$ cat src/rtl/mica2_pkg.sv
// mica2_pkg
//   Shared definitions for the Mica2 sequencer slice.
//   - Opcode constants driven onto the program counter's opc input.
//   - Instruction field positions for the 8-bit instruction word:
//       [7:5] opcode, [4] ALU-use bit, [3:0] target address.
//   - Sequencer state encoding (enum), reused as plain 3-bit constants by
//     the FSM and by anything that inspects the debug state output.
package mica2_pkg;

  localparam int AW_DEF = 4;
  localparam int IW_DEF = 8;

  // Program counter opcodes.
  localparam logic [2:0] OP_INC  = 3'b000;
  localparam logic [2:0] OP_INCN = 3'b001;
  localparam logic [2:0] OP_JMP  = 3'b010;
  localparam logic [2:0] OP_JMPN = 3'b011;
  localparam logic [2:0] OP_BR   = 3'b100;
  localparam logic [2:0] OP_HOLD = 3'b111;

  // Instruction field positions.
  localparam int OPC_MSB = 7;
  localparam int OPC_LSB = 5;
  localparam int ALU_BIT = 4;
  localparam int DIR_LSB = 0;

  // Sequencer states.
  typedef enum logic [2:0] {
    ST_IDLE   = 3'd0,
    ST_FETCH  = 3'd1,
    ST_DECODE = 3'd2,
    ST_EXEC   = 3'd3,
    ST_UPDATE = 3'd4,
    ST_HALT   = 3'd5
  } state_e;

endpackage

$ cat src/rtl/mica2_decode.sv
// mica2_decode
//   Purely combinational field decoder for the instruction register.
//   Ports:
//     ir       in  IW  instruction register contents
//     is_halt  out 1   opcode is OP_HOLD (the HALT instruction)
//     uses_alu out 1   instruction needs an ALU operation first
//     opc      out 3   opcode to present to the program counter
//     dir      out AW  target address for jumps/branches
module mica2_decode
  import mica2_pkg::*;
#(
  parameter int AW = AW_DEF,
  parameter int IW = IW_DEF
) (
  input  logic [IW-1:0] ir,
  output logic          is_halt,
  output logic          uses_alu,
  output logic [2:0]    opc,
  output logic [AW-1:0] dir
);

  always_comb begin
    opc      = ir[OPC_MSB:OPC_LSB];
    uses_alu = ir[ALU_BIT];
    dir      = ir[DIR_LSB +: AW];
    // HALT shares the encoding of "hold the PC"; it is never issued as an
    // update, it stops the sequencer instead.
    is_halt  = (ir[OPC_MSB:OPC_LSB] == OP_HOLD);
  end

endmodule

$ cat src/rtl/secuenciador.sv
// secuenciador
//   Fetch/decode/execute sequencer for the Mica2 core. Fetches an
//   instruction from ROM (req/ack), optionally runs a handshaked ALU
//   operation, then drives the program counter controls for exactly one
//   cycle (UPDATE). All outputs are decoded from registered state only.
//
//   Handshakes: rom_req is held high for the whole FETCH state and the word
//   on rom_data is taken in the first cycle where rom_ack=1; alu_go is a
//   single-cycle pulse in the first EXEC cycle and the ALU result is taken in
//   the first EXEC cycle where alu_done=1 (including the alu_go cycle).
//   rom_ack outside FETCH and alu_done outside EXEC have no effect.
//
//   Ports:
//     ck        in  1   clock, rising edge
//     rst       in  1   asynchronous active-high reset
//     run       in  1   allows new instructions (sampled in IDLE/UPDATE)
//     rom_req   out 1   fetch request
//     rom_ack   in  1   ROM data valid
//     rom_data  in  IW  instruction word
//     alu_go    out 1   ALU start pulse
//     alu_done  in  1   ALU completion
//     alu_flag  in  1   ALU condition, captured on alu_done
//     pc_opc    out 3   program counter opcode
//     pc_x      out 1   program counter condition input
//     pc_dir    out AW  program counter target address
//     ir        out IW  instruction register
//     busy      out 1   not IDLE and not HALT
//     halted    out 1   in HALT
//     dbg_state out 3   current FSM state (mica2_pkg::state_e encoding)
module secuenciador
  import mica2_pkg::*;
#(
  parameter int AW = AW_DEF,
  parameter int IW = IW_DEF
) (
  input  logic          ck,
  input  logic          rst,
  input  logic          run,
  output logic          rom_req,
  input  logic          rom_ack,
  input  logic [IW-1:0] rom_data,
  output logic          alu_go,
  input  logic          alu_done,
  input  logic          alu_flag,
  output logic [2:0]    pc_opc,
  output logic          pc_x,
  output logic [AW-1:0] pc_dir,
  output logic [IW-1:0] ir,
  output logic          busy,
  output logic          halted,
  output logic [2:0]    dbg_state
);

  localparam logic [2:0] S_IDLE   = ST_IDLE;
  localparam logic [2:0] S_FETCH  = ST_FETCH;
  localparam logic [2:0] S_DECODE = ST_DECODE;
  localparam logic [2:0] S_EXEC   = ST_EXEC;
  localparam logic [2:0] S_UPDATE = ST_UPDATE;
  localparam logic [2:0] S_HALT   = ST_HALT;

  logic [2:0]    state_q, state_d;
  logic [IW-1:0] ir_q, ir_d;
  logic          flag_q, flag_d;
  // Marks the first EXEC cycle so alu_go is a single pulse even when the
  // ALU takes several cycles to answer.
  logic          go_q, go_d;

  logic          dec_halt;
  logic          dec_alu;
  logic [2:0]    dec_opc;
  logic [AW-1:0] dec_dir;

  mica2_decode #(
    .AW (AW),
    .IW (IW)
  ) u_decode (
    .ir       (ir_q),
    .is_halt  (dec_halt),
    .uses_alu (dec_alu),
    .opc      (dec_opc),
    .dir      (dec_dir)
  );

  always_comb begin
    state_d = state_q;
    ir_d    = ir_q;
    flag_d  = flag_q;
    go_d    = 1'b0;
    case (state_q)
      S_IDLE: begin
        if (run) state_d = S_FETCH;
      end
      S_FETCH: begin
        if (rom_ack) begin
          ir_d    = rom_data;
          state_d = S_DECODE;
        end
      end
      S_DECODE: begin
        if (dec_halt) begin
          state_d = S_HALT;
        end else if (dec_alu) begin
          state_d = S_EXEC;
          go_d    = 1'b1;
        end else begin
          state_d = S_UPDATE;
        end
      end
      S_EXEC: begin
        if (alu_done) begin
          flag_d  = alu_flag;
          state_d = S_UPDATE;
        end
      end
      S_UPDATE: begin
        state_d = run ? S_FETCH : S_IDLE;
      end
      S_HALT: begin
        state_d = S_HALT;
      end
      default: begin
        state_d = S_IDLE;
      end
    endcase
  end

  always_ff @(posedge ck or posedge rst) begin
    if (rst) begin
      state_q <= S_IDLE;
      ir_q    <= '0;
      flag_q  <= 1'b0;
      go_q    <= 1'b0;
    end else begin
      state_q <= state_d;
      ir_q    <= ir_d;
      flag_q  <= flag_d;
      go_q    <= go_d;
    end
  end

  // Moore outputs. Outside UPDATE the PC is told to hold, so the PC moves
  // only at the edge that ends UPDATE.
  always_comb begin
    rom_req   = (state_q == S_FETCH);
    alu_go    = (state_q == S_EXEC) && go_q;
    pc_opc    = OP_HOLD;
    pc_x      = 1'b0;
    pc_dir    = '0;
    if (state_q == S_UPDATE) begin
      pc_opc = dec_opc;
      pc_x   = flag_q;
      pc_dir = dec_dir;
    end
    ir        = ir_q;
    busy      = (state_q != S_IDLE) && (state_q != S_HALT);
    halted    = (state_q == S_HALT);
    dbg_state = state_q;
  end

endmodule

$ cat config.mk
export PLATFORM = sky130hd
export DESIGN_NAME = secuenciador
export DESIGN_NICKNAME = d
export VERILOG_FILES = /design/src/rtl/mica2_pkg.sv /design/src/rtl/mica2_decode.sv /design/src/rtl/secuenciador.sv
export SDC_FILE = /design/constraint.sdc
export NUM_CORES = 1
export LEC_CHECK = 0
export ABC_AREA = 1
export CAP_MARGIN = 20
export CORE_MARGIN = 3
export CORE_UTILIZATION = 35
export DETAILED_ROUTE_END_ITERATION = 8
export GPL_ROUTABILITY_DRIVEN = 0
export PLACE_DENSITY = 0.74
export SLEW_MARGIN = 0
export SYNTH_ARGS = -nofsm -noshare
export SYNTH_HDL_FRONTEND = slang
export SYNTH_SLANG_ARGS = --single-unit
export TNS_END_PERCENT = 30
$ cat constraint.sdc
create_clock -name ck -period 1.2 [get_ports ck]
set_input_delay 0.12 -clock ck [delete_from_list [all_inputs] [get_ports ck]]
set_output_delay 0.12 -clock ck [all_outputs]
set_load 0.01 [all_outputs]
==> results_dict.tcl <==
set metrics [dict create \
    run_status "complete, but fails checks" \
    violations "setup timing" \
    cts_buffer_depth 2 \
    ant_nets 0 \
    cpMostUsedCell "buf_6" \
    cp-start-kind "flip-flop" \
    critPathSlowestCell "dfrtp_1" \
    final_cell_mix "nand2_1 (17), inv_1 (14), buf_4 (14)" \
    critPathTopFamily "flip-flops" \
    syn_area_per_cell_sq_um 7.44 \
    final_common_cell "nand2_1" \
    crit_buf_inv 3 \
    finClkSkew_ns 0.000317 \
    clk_pin_slew_ns 0.08 \
    num_rows 16 \
    holdWs_ns 0.134 \
    crit_chain "buf_6, nor2_4, nand2_4, buf_6, nor2_1, buf_2" \
    cts_made_buffers 3 \
    clk_latency_ns 0.28 \
    antenna_found_initial 0 \
    syn_inst 100 \
    synth_top_area_share 0.437 \
    drc 0 \
    crit_path_max_incr_delay_ns 0.42 \
    hold_viol 0 \
    layoutNonFillerInstCount 184 \
    coreArea_sq_um 1980 \
    final.period_utilization 1.27 \
    p_per_area_nw_per_um2 2350 \
    critPathCaptureType "output port" \
    cp.required_ns 1.08 \
    io_pins 37 \
    numClockSinks 13 \
    drt_pass1_iterations 3 \
    p_leak_nw 0.691 \
    crit_type "flip-flop to output port" \
    critPathArrivalTime_ns 1.41 \
    hold_class "input pin to asynchronous set/reset pin" \
    grt_max_degree 16 \
    cts_tree "built" \
    io_buffer_count 36 \
    hold_buffers 0 \
    vias 826 \
    dpl.hpwl_mm 1.59 \
    diodes 0 \
    first_iter_violations 9 \
    die_h_um 52.1 \
    drive_gt1_frac 0.497 \
    r2r_start "dbg_state[0]" \
    clockRootBuffer "clkbuf_4" \
    area_delta_synth_final_pct 81.3 \
    drv_cap 0 \
    yosysTopAreaCell "dfrtp_1" \
    avgRoutedWirePerCell_um 12.6 \
    peakVddDrop_mv 1.28 \
    synthesis.area_sq_um 744 \
    regToRegEndpoint "dbg_state[0]" \
    fillCellCount 154 \
    synth_cell_types 16 \
    first_global_vias 870 \
    wl_mm 2.33 \
    yosys_warnings 0 \
    rsz0062_at_grt "true" \
    fin_ws_ns -0.326 \
    yosysSeqAreaShare 0.437 \
    setup_viol 24 \
    cts-htree-levels 1 \
    synthesis.nets 114 \
    reg2reg_slack_ns -0.25 \
    dp.cells 174 \
    synth_area_leaders "dfrtp_1 (44%), nand2_1 (11%), nor2_1 (8.6%), a21oi_2 (8.2%), inv_1 (8.1%)" \
    cp_max_fo 4 \
    r2r_cells 10 \
    fin_crit_ns 1.53 \
    maxSlewViolCount 0 \
    fmax_ghz 0.655 \
    nets 172 \
    slew_headroom 0.793 \
    dieArea_sq_um 2720 \
    start_util 0.376 \
    die_w_um 52.1 \
    grtUsageTotal 0.177 \
    via_per_inst 4.49 \
    yosys_register_bits 13 \
    worstMarginPinSlew_ns 0.309 \
    grt_pass1_wl_mm 3.59 \
    globalRouteOverflowTotal 0 \
]
==> cell families (layout without fill, tap and decap cells) <==
logic type / Yosys count / after routing / synth area share
buffers and inverters: 21 / 78 / 0.121
flip-flops: 13 / 13 / 0.437
AO/OA/AOI/OAI: 12 / 12 / 0.116
AND/OR/NAND/NOR: 54 / 54 / 0.326
==> sequential cells by signal, indices dropped and copies added, names as in the netlist <==
name and cells:
dbg_state 3, go_q 1, flag_q 1, ir 8
==> tightest hold or removal path: cells and delay by family <==
| family | cells | cell delay (ns) |
|---|---|---|
| buffers and inverters | 3 | 0.66 |
==> metal layers <==
metal	wire length, um	global-route usage	vias up
met5	0	0	-
met4	17	0.0437	0
met3	75	0.0372	2
met2	1310	0.339	18
met1	919	0.194	388
li1	-	-	418
==> layout make-up <==
class	instances	area, sq um	area share
repair buffers	55	463	0.343
flip-flops and latches	13	327	0.242
multi-input cells	66	427	0.316
clock buffers	4	26.3	0.0195
well taps	27	33.8	0.0250
inverters	19	73.8	0.0547
==> cell usage after synthesis <==
| library cell | count |
|---|---|
| nand2_4 | 1 |
| nor2_2 | 5 |
| nand3_1 | 6 |
| a21oi_1 | 2 |
| nor2_1 | 17 |
| inv_2 | 3 |
| nor2_4 | 1 |
| buf_4 | 1 |
| a21oi_2 | 7 |
| inv_1 | 16 |
| nand2_1 | 22 |
| nand2_2 | 1 |
| dfrtp_1 | 13 |
| o21ai_0 | 3 |
| buf_6 | 1 |
| or2_2 | 1 |
==> worst max-delay path by stage <==
| stage | from | endpoint | slack, ns | cells past startpoint |
|---|---|---|---|---|
| final | dbg_state[0] | pc_dir[3] | -0.33 | 6 |
| after global routing | dbg_state[0] | pc_dir[0] | -0.38 | 6 |
| after CTS | dbg_state[0] | pc_opc[2] | -0.24 | 5 |
| after detailed placement | dbg_state[0] | pc_dir[0] | -0.29 | 5 |
| after global placement | dbg_state[0] | pc_dir[3] | -0.27 | 5 |
| after floorplan | dbg_state[1] | ir[3] | -0.02 | 7 |
==> stage by stage <==
step | worst slack (ns) | total power, mW | utilization | area (sq um) | setup TNS (ns)
6_report | -0.326 | 3.17 | 0.681 | 1350 | -4.63
5_1_grt | -0.376 | 3.41 | 0.681 | 1350 | -6.57
4_1_cts | -0.242 | 2.98 | 0.651 | 1290 | -3.60
3_5_place_dp | -0.288 | 2.55 | 0.616 | 1220 | -4.09
3_3_place_gp | -0.273 | 2.51 | 0.616 | 1220 | -3.67
2_1_floorplan | -0.0209 | 1.67 | - | 747 | -0.0418
==> what timing repair did <==
action                     4_1_cts  5_1_grt
pin swaps                        4        3
setup buffers                    5        1
setup endpoints to repair       34       26
resized for setup               89       21
==> power breakdown <==
group          leakage, nW  internal (mW)  switching, mW
clock               0.0150          0.129          0.151
combinational        0.526          0.998           1.13
sequential           0.150          0.634          0.130
total                0.691           1.76           1.41
(Power assumes the default switching activity.)
